$ cat config.mk
export PLATFORM = sky130hd
export DESIGN_NAME = uart_rx
export DESIGN_NICKNAME = d
export VERILOG_FILES = /design/src/rtl/uart_pkg.sv /design/src/rtl/uart_rx_sync.sv /design/src/rtl/uart_rx.sv
export SDC_FILE = /design/constraint.sdc
export NUM_CORES = 1
export LEC_CHECK = 0
export BUFFER_PORTS_ARGS = -buffer_cell sky130_fd_sc_hd__buf_2
export CAP_MARGIN = 5
export CORE_MARGIN = 2
export CORE_UTILIZATION = 45
export CTS_BUF_LIST = sky130_fd_sc_hd__clkbuf_8
export DETAILED_ROUTE_END_ITERATION = 10
export PLACE_DENSITY = 0.72
export REMOVE_ABC_BUFFERS = 1
export SYNTH_ARGS = -nofsm -noshare
export SYNTH_HDL_FRONTEND = slang
export SYNTH_SLANG_ARGS = --single-unit
$ cat constraint.sdc
create_clock -name clk -period 1.9 [get_ports clk]
set_input_delay 0.38 -clock clk [delete_from_list [all_inputs] [get_ports clk]]
set_output_delay 0.38 -clock clk [all_outputs]
set_load 0.05 [all_outputs]
$ cat src/rtl/uart_pkg.sv
// Shared UART definitions: receiver state encoding, debug state codes and bit-period helper.
// The helper is shared with uart_tx so both ends derive the same bit period.
package uart_pkg;

    typedef enum logic [2:0] {
        IDLE,
        START,
        DATA,
        STOP,
        PARITY
    } uart_rx_state_t;

    localparam logic [1:0] STATE_BITS_IDLE   = 2'b00;
    localparam logic [1:0] STATE_BITS_START  = 2'b01;
    localparam logic [1:0] STATE_BITS_DATA   = 2'b11;
    localparam logic [1:0] STATE_BITS_STOP   = 2'b10;
    localparam logic [1:0] STATE_BITS_PARITY = 2'b11;

    function automatic int clocks_per_bit(input int clk_rate, input int baud_rate);
        return clk_rate / baud_rate;
    endfunction

endpackage

$ cat src/rtl/uart_rx_sync.sv
// N-stage synchroniser for an asynchronous input; rst_val sets the value all stages take in reset.
module uart_rx_sync #(
    parameter int STAGES = 2
) (
    input  logic clk,
    input  logic rstn,
    input  logic rst_val,
    input  logic d,
    output logic q
);

    logic [STAGES-1:0] chain;

    always_ff @(posedge clk or negedge rstn) begin
        if (!rstn) begin
            chain <= {STAGES{rst_val}};
        end else begin
            chain <= {chain[STAGES-2:0], d};
        end
    end

    assign q = chain[STAGES-1];

endmodule

$ cat src/rtl/uart_rx.sv
// 8N1 UART receiver with mid-bit sampling, framing and start-glitch rejection.
// Optional even-parity bit and parity_err output when UART_RX_PARITY_EN is defined.
module uart_rx
    import uart_pkg::*;
#(
    parameter int CLK_RATE      = 50000000,
    parameter int BAUD_RATE     = 115200,
    parameter int BITS_PER_WORD = 8
) (
    input  logic       clk,
    input  logic       rstn,
    input  logic       rx,
    output logic [7:0] data_out,
    output logic       data_valid,
    output logic       frame_err,
`ifdef UART_RX_PARITY_EN
    output logic       parity_err,
`endif
    output logic       busy,
    output logic [1:0] state_bits
);

    localparam int CPB   = clocks_per_bit(CLK_RATE, BAUD_RATE);
    localparam int HALF  = CPB / 2 - 1;
    localparam int CNT_W = $clog2(CPB);
    localparam int IDX_W = $clog2(BITS_PER_WORD) + 1;

    localparam logic [CNT_W-1:0] CNT_HALF = CNT_W'(HALF);
    localparam logic [CNT_W-1:0] CNT_LAST = CNT_W'(CPB - 1);
    localparam logic [IDX_W-1:0] IDX_LAST = IDX_W'(BITS_PER_WORD - 1);

    logic rx_s;

    uart_rx_sync #(.STAGES(2)) u_sync (
        .clk     (clk),
        .rstn    (rstn),
        .rst_val (1'b1),
        .d       (rx),
        .q       (rx_s)
    );

    uart_rx_state_t   state, state_next;
    logic [CNT_W-1:0] clk_count, count_next;
    logic [IDX_W-1:0] bit_index, index_next;
    logic [7:0]       shift_reg, shift_next;
    logic [7:0]       data_next;
    logic             valid_next, ferr_next;
`ifdef UART_RX_PARITY_EN
    logic             parity_bit, parity_next, perr_next, perr_calc;
`endif

    always_ff @(posedge clk or negedge rstn) begin
        if (!rstn) begin
            state      <= IDLE;
            clk_count  <= '0;
            bit_index  <= '0;
            shift_reg  <= '0;
            data_out   <= '0;
            data_valid <= 1'b0;
            frame_err  <= 1'b0;
`ifdef UART_RX_PARITY_EN
            parity_bit <= 1'b0;
            parity_err <= 1'b0;
`endif
        end else begin
            state      <= state_next;
            clk_count  <= count_next;
            bit_index  <= index_next;
            shift_reg  <= shift_next;
            data_out   <= data_next;
            data_valid <= valid_next;
            frame_err  <= ferr_next;
`ifdef UART_RX_PARITY_EN
            parity_bit <= parity_next;
            parity_err <= perr_next;
`endif
        end
    end

    always_comb begin
        state_next = state;
        count_next = clk_count;
        index_next = bit_index;
        shift_next = shift_reg;
        data_next  = data_out;
        valid_next = 1'b0;
        ferr_next  = 1'b0;
`ifdef UART_RX_PARITY_EN
        parity_next = parity_bit;
        perr_next   = 1'b0;
        perr_calc   = (^shift_reg) ^ parity_bit;
`endif
        case (state)
            IDLE: begin
                if (!rx_s) begin
                    state_next = START;
                    count_next = '0;
                    index_next = '0;
                    shift_next = '0;
                end
            end
            START: begin
                if (clk_count == CNT_HALF) begin
                    count_next = '0;
                    // A start bit that is high again at its centre was a glitch.
                    state_next = rx_s ? IDLE : DATA;
                end else begin
                    count_next = clk_count + CNT_W'(1);
                end
            end
            DATA: begin
                if (clk_count == CNT_LAST) begin
                    count_next = '0;
                    shift_next = shift_reg | (8'(rx_s) << bit_index);
                    index_next = bit_index + IDX_W'(1);
                    if (bit_index == IDX_LAST) begin
`ifdef UART_RX_PARITY_EN
                        state_next = PARITY;
`else
                        state_next = STOP;
`endif
                    end
                end else begin
                    count_next = clk_count + CNT_W'(1);
                end
            end
`ifdef UART_RX_PARITY_EN
            PARITY: begin
                if (clk_count == CNT_LAST) begin
                    count_next  = '0;
                    parity_next = rx_s;
                    state_next  = STOP;
                end else begin
                    count_next = clk_count + CNT_W'(1);
                end
            end
`endif
            STOP: begin
                // Leave at mid-stop-bit so a following start edge half a bit later is caught.
                if (clk_count == CNT_LAST) begin
                    count_next = '0;
                    state_next = IDLE;
                    ferr_next  = ~rx_s;
`ifdef UART_RX_PARITY_EN
                    perr_next  = perr_calc;
                    if (rx_s && !perr_calc) begin
`else
                    if (rx_s) begin
`endif
                        data_next  = shift_reg;
                        valid_next = 1'b1;
                    end
                end else begin
                    count_next = clk_count + CNT_W'(1);
                end
            end
            default: begin
                state_next = IDLE;
            end
        endcase
    end

    always_comb begin
        state_bits = STATE_BITS_IDLE;
        case (state)
            IDLE:    state_bits = STATE_BITS_IDLE;
            START:   state_bits = STATE_BITS_START;
            DATA:    state_bits = STATE_BITS_DATA;
            STOP:    state_bits = STATE_BITS_STOP;
            PARITY:  state_bits = STATE_BITS_PARITY;
            default: state_bits = STATE_BITS_IDLE;
        endcase
    end

    assign busy = (state != IDLE);

endmodule

== Word-level counts from Yosys, hierarchy flattened ==
Cells that the tools add are included.

* Logic and storage cells: 58
* Output and inout port bits: 13
* Bits of input ports: 3
* Flip-flop bits (word level): 36

* Shift operators: 1
* Add/subtract/negate cells: 2
* Bitwise logic cells: 2
* Equality and inequality tests: 12
* Reductions and logical operators: 10
* Multiplexer cells: 23

{| class="wikitable"
|+ Operators by type and width
! kind !! number
|-
| $mux W9 || 3
|-
| $pmux W9 S3 || 1
|-
| $mux W8 || 2
|-
| $pmux W8 S2 || 1
|-
| $mux W3 || 5
|-
| $pmux W3 S4 || 1
|-
| $ne A2 B2 Y1 const B || 5
|-
| $add A9 B1 Y9 const B || 1
|-
| $eq A9 B8 Y1 const B || 1
|-
| $eq A9 B9 Y1 const B || 1
|-
| $mux W4 || 2
|-
| $or A8 B8 Y8 || 1
|-
| $pmux W4 S2 || 1
|-
| $shl A1 B4 Y8 || 1
|-
| $eq A3 B2 Y1 const B || 2
|-
| $pmux W2 S3 || 1
|-
| $reduce_and A3 Y1 || 2
|-
| $reduce_bool A3 Y1 || 2
|-
| $mux W1 || 5
|-
| $reduce_and A5 Y1 || 1
|-
| $add A4 B1 Y4 const B || 1
|-
| $eq A4 B3 Y1 const B || 1
|-
| $reduce_or A2 Y1 || 2
|-
| $eq A3 B1 Y1 const B || 1
|-
| 6 further kinds || 6
|}

== Depth between registers and ports, before layout ==
* Depth after elaboration: 4
* Depth in mapped cells: 7
* Depth with buffers taken out: 6

== Worst setup path after synthesis ==
No wires, ideal clock.

* Path kind: reg2reg
* Start: register state[0]
* End: register shift_reg[3]
* Data arrival time: 2.016 ns
* Buffers on the path: 1
* Slack: -0.237 ns
* Data required time: 1.779 ns
* Period minus slack after synthesis: 2.137 ns
* Cell stages (with the launch flop): 8
* Setup time: 0.121 ns
* Path through: dfrtp_1 -> inv_1 -> ha_1 -> inv_1 -> or3_1 -> clkbuf_1 -> and3_1 -> a22o_1

* Word-level cells in the longest chain between the ends: 3
* Elaborated cells between the ends (all ways): 7
* Those cells by class: 3 x eq/ne; 1 x mux; 3 x reduce/logical

{| class="wikitable"
|+ Ends and longest elaborated chain
! what !! line !! text
|-
| from (decl) || uart_rx.sv:42 || <nowiki>uart_rx_state_t state, state_next;</nowiki>
|-
| from (signal assigned) || uart_rx.sv:66 || <nowiki>state <= state_next;</nowiki>
|-
| $eq A3 B2 Y1 / $logic_not A3 Y1 (equally long branches) || uart_rx.sv:93 || <nowiki>case (state)</nowiki>
|-
| $ne A2 B2 Y1 (no source line) / $reduce_bool A2 Y1 (equally long branches) || n/a ||
|-
| $reduce_and A3 Y1 (no source line) || n/a ||
|-
| to (signal assigned) || uart_rx.sv:69 || <nowiki>shift_reg <= shift_next;</nowiki>
|-
| to (decl) || uart_rx.sv:45 || <nowiki>logic [7:0] shift_reg, shift_next;</nowiki>
|}

Several ways; a longest one is shown, not always the timed one.
A chain may end at the register's enable or synchronous reset.

== Final worst setup path ==
* Start: register clk_count[1]
* End: register state[1]

* Word-level cells in the longest chain between the ends: 3
* Elaborated cells between the ends (all ways): 6
* Those cells by class: 5 x eq/ne; 1 x reduce/logical

{| class="wikitable"
|+ Ends and longest elaborated chain
! what !! line !! text
|-
| from (decl) || uart_rx.sv:43 || <nowiki>logic [CNT_W-1:0] clk_count, count_next;</nowiki>
|-
| from (signal assigned) || uart_rx.sv:67 || <nowiki>clk_count <= count_next;</nowiki>
|-
| $eq A9 B9 Y1 / $eq A9 B8 Y1 (equally long branches) || uart_rx.sv:112, uart_rx.sv:140, uart_rx.sv:103 ||
|-
| $ne A2 B2 Y1 (no source line) || n/a ||
|-
| $reduce_and A5 Y1 (no source line) (*) || n/a ||
|}

Mark *: on every way between the ends. The rest lies on a longest branch, timed or not.

==> flow_metrics.env <==
export IMPL_yosysTopAreaCellShare_pct=44.9
export IMPL_drt_iter0_drc=65
export IMPL_die_area_sq_um=4610
export IMPL_critPathBufInv=1
export IMPL_ys_seq_area_share_pct=47.8
export IMPL_drt_pre_antenna_iters=4
export IMPL_avgSynthCellArea_sq_um=11.6
export IMPL_ant_nets=0
export IMPL_design_area_sq_um=2470
export IMPL_cp_end_kind="register"
export IMPL_port_buffers=15
export IMPL_hold_buffers=0
export IMPL_required_ns=2.07
export IMPL_crit_type="register to register"
export IMPL_stdcell_count=257
export IMPL_path_clk_slew_ns=0.08
export IMPL_critPathTopFamily="compound AO/OA/AOI/OAI gates"
export IMPL_layout_drive_gt1_share_pct=44.9
export IMPL_cp_arrival_ns=2.11
export IMPL_timing_final_hold_violations=0
export IMPL_vias=1503
export IMPL_violations="setup timing"
export IMPL_drt_vias_per_instance=5.85
export IMPL_rows=23
export IMPL_cts_tree="yes"
export IMPL_largest_reg_flops=9
export IMPL_grt_pass1_vias=1521
export IMPL_nets=219
export IMPL_synthArstFlopShare_pct=100
export IMPL_synth_area_sq_um=1840
export IMPL_htreeDepth=2
export IMPL_holdWs_ns=0.158
export IMPL_antenna_found_initial=0
export IMPL_slew_headroom_pct=48.5
export IMPL_die_h_um=67.9
export IMPL_maxCapViolations=0
export IMPL_vdd_drop_max_mv=0.491
export IMPL_ys_types=50
export IMPL_drt_wl_total_um=4200
export IMPL_worst_setup_path_start_kind="register"
export IMPL_crit_chain="inv_2, ha_1, nand4b_1, o21ai_4, nand4_4, o31a_1"
export IMPL_ys_top_cells_by_area="dfrtp_1 (45%), ha_1 (6.8%), mux2_2 (6.1%)"
export IMPL_grt_pass1_wl_um=6890
export IMPL_critPathMaxFanout=9
export IMPL_pwr_density_cell_nw_per_um2=590
export IMPL_grtUsageTotal_pct=20.0
export IMPL_worst_slew_pin_slew_ns=0.772
export IMPL_ys_flop_type="dfrtp_1"
export IMPL_grt_max_degree=36
export IMPL_synth_edff_count=0
export IMPL_p_leak_nw=1.13
export IMPL_slew_violations=0
export IMPL_numCtsBuffers=5
export IMPL_place_gp_congestion=0.842
export IMPL_dpl_cell_area_sq_um=2130
export IMPL_critPathSlowestCell="o21ai_4"
export IMPL_place_ws_ns=-0.118
export IMPL_fin_crit_sh_pct=102
export IMPL_period_minus_slack_ns=1.94
export IMPL_start_util_pct=46.3
export IMPL_setup_viol=2
export IMPL_n_antenna_cell=0
export IMPL_yosysTopAreaCell="dfrtp_1"
export IMPL_avgRoutedWirePerCell_um=16.3
export IMPL_cp_slowest_stage_delay_ns=0.45
export IMPL_drc_errors=0
export IMPL_status="complete, but fails checks"
export IMPL_clock_skew_ns=0.00719
export IMPL_gr_total_overflow=0
export IMPL_cts_root_buf="clkbuf_8"
export IMPL_fp_dieW_um=67.9
export IMPL_synth_ff_latch_count=35
export IMPL_fmax_ghz=0.516
export IMPL_place_inst=242
export IMPL_core_sq_um=3970
export IMPL_clk_latency_ns=0.29
export IMPL_io_pins=16
export IMPL_rsz0062_at_grt="yes"
export IMPL_cts_sinks=35
export IMPL_syn_inst=159
export IMPL_hold_class="primary input to asynchronous set/reset pin"
export IMPL_detailedPlacementHpwl_um=2860
export IMPL_clk_path_buf_depth=2
export IMPL_total_power_mw=1.46
export IMPL_yosys_warnings=0
export IMPL_syn_to_final_growth_pct=34.2
export IMPL_fin_ws_ns=-0.0389
-- where the power goes --
| part | switching [mW] | internal [mW] |
|---|---|---|
| clock | 0.290 | 0.397 |
| sequential | 0.00303 | 0.748 |
| combinational | 0.0143 | 0.00185 |
| total | 0.308 | 1.15 |
-- what timing repair did --
action / 4_1_cts / 5_1_grt
setup buffers: 2 / 5
pin swaps: 2 / 9
gates cloned: 0 / 0
gates resized for setup: 18 / 20
hold endpoints to repair: 0 / 0
endpoints found under the setup margin: 10 / 10
-- cell usage in the layout, fill, tap and decap left out, types with 2 or more instances in the layout --
cell type  synthesis  routed
nor3_1             3       3
a221oi_2           0       3
or4_4              0       2
nand3b_1           2       2
nand3_1            4       4
or3b_4             1       2
ha_4               0       4
nand2_1           13      13
inv_1              7       3
o21ai_0            6       5
ha_1              10       6
clkbuf_8           0       5
mux2_4             1       2
a22o_1            12      12
a21o_1             3       3
buf_2              1      14
nor3b_1            3       3
a21oi_1            3       3
buf_4              1      25
or3_1              6       6
dfstp_2            2       2
inv_2              0       4
buf_6              0       6
a221o_1            3       3
mux2_2            10       9
dfrtp_1           33      33
-- through the flow --
step,setup TNS [ns],util [%]
global placement,0,53.6
global route,-0.555,62.1
finish,-0.0560,62.1
floorplan,-1.11,-
CTS,-0.0649,58.8
detailed placement,-0.266,53.6
-- path summary, 6_finish.rpt --
path | cells after the start | endpoint | start | slack, ns
setup / recovery | 6 | state[1] | clk_count[1] | -0.04
hold / removal | 1 | data_out[1] | rstn | 0.16
setup reg to reg | 6 | state[1] | clk_count[1] | -0.04
hold reg to reg | 0 | u_sync.chain[1] | u_sync.chain[0] | 0.36
max in group asynchronous | 1 | clk_count[6] | rstn | 1.25
min in group clk | 1 | u_sync.chain[0] | rx | 0.18
-- final cells by class --
class,count,area [sq um]
flip-flops and latches,35,878
fillers,321,1510
repair buffers,46,340
clock buffers,5,68.8
clock inverters,3,47.5
multi-input cells,111,1040
well taps,50,62.6
inverters,7,26.3
-- per-layer routing --
| metal | wire [um] | global-route usage [%] |
|---|---|---|
| met3 | 160 | 5.43 |
| met1 | 1830 | 24.0 |
| met5 | 0 | 0 |
| met2 | 2160 | 33.6 |
| met4 | 51 | 8.75 |
-- cells in the mapped netlist (2+ instances only) --
cell type and count:
dfrtp_1 33, nand2_1 13, a22o_1 12, ha_1 10, mux2_2 10, inv_1 7
o21ai_0 6, or3_1 6, nand3_1 4, a21o_1 3, a21oi_1 3, a221o_1 3
a221oi_1 3, clkbuf_1 3, nor3_1 3, nor3b_1 3, dfstp_2 2, nand3b_1 2
or4_1 2
-- logic make-up (layout without fill, tap and decap cells) --
group                      Yosys count  after routing  share of synthesized area [%]
adders and majority gates           10             10                           6.81
AOI/OAI and AO/OA                   42             42                           18.7
DFF                                 35             35                           47.8
and+or+nand+nor                     47             47                           16.2
muxes                               12             12                           7.49
buffers and inverters               13             61                           3.00
(Power assumes the default switching activity.)
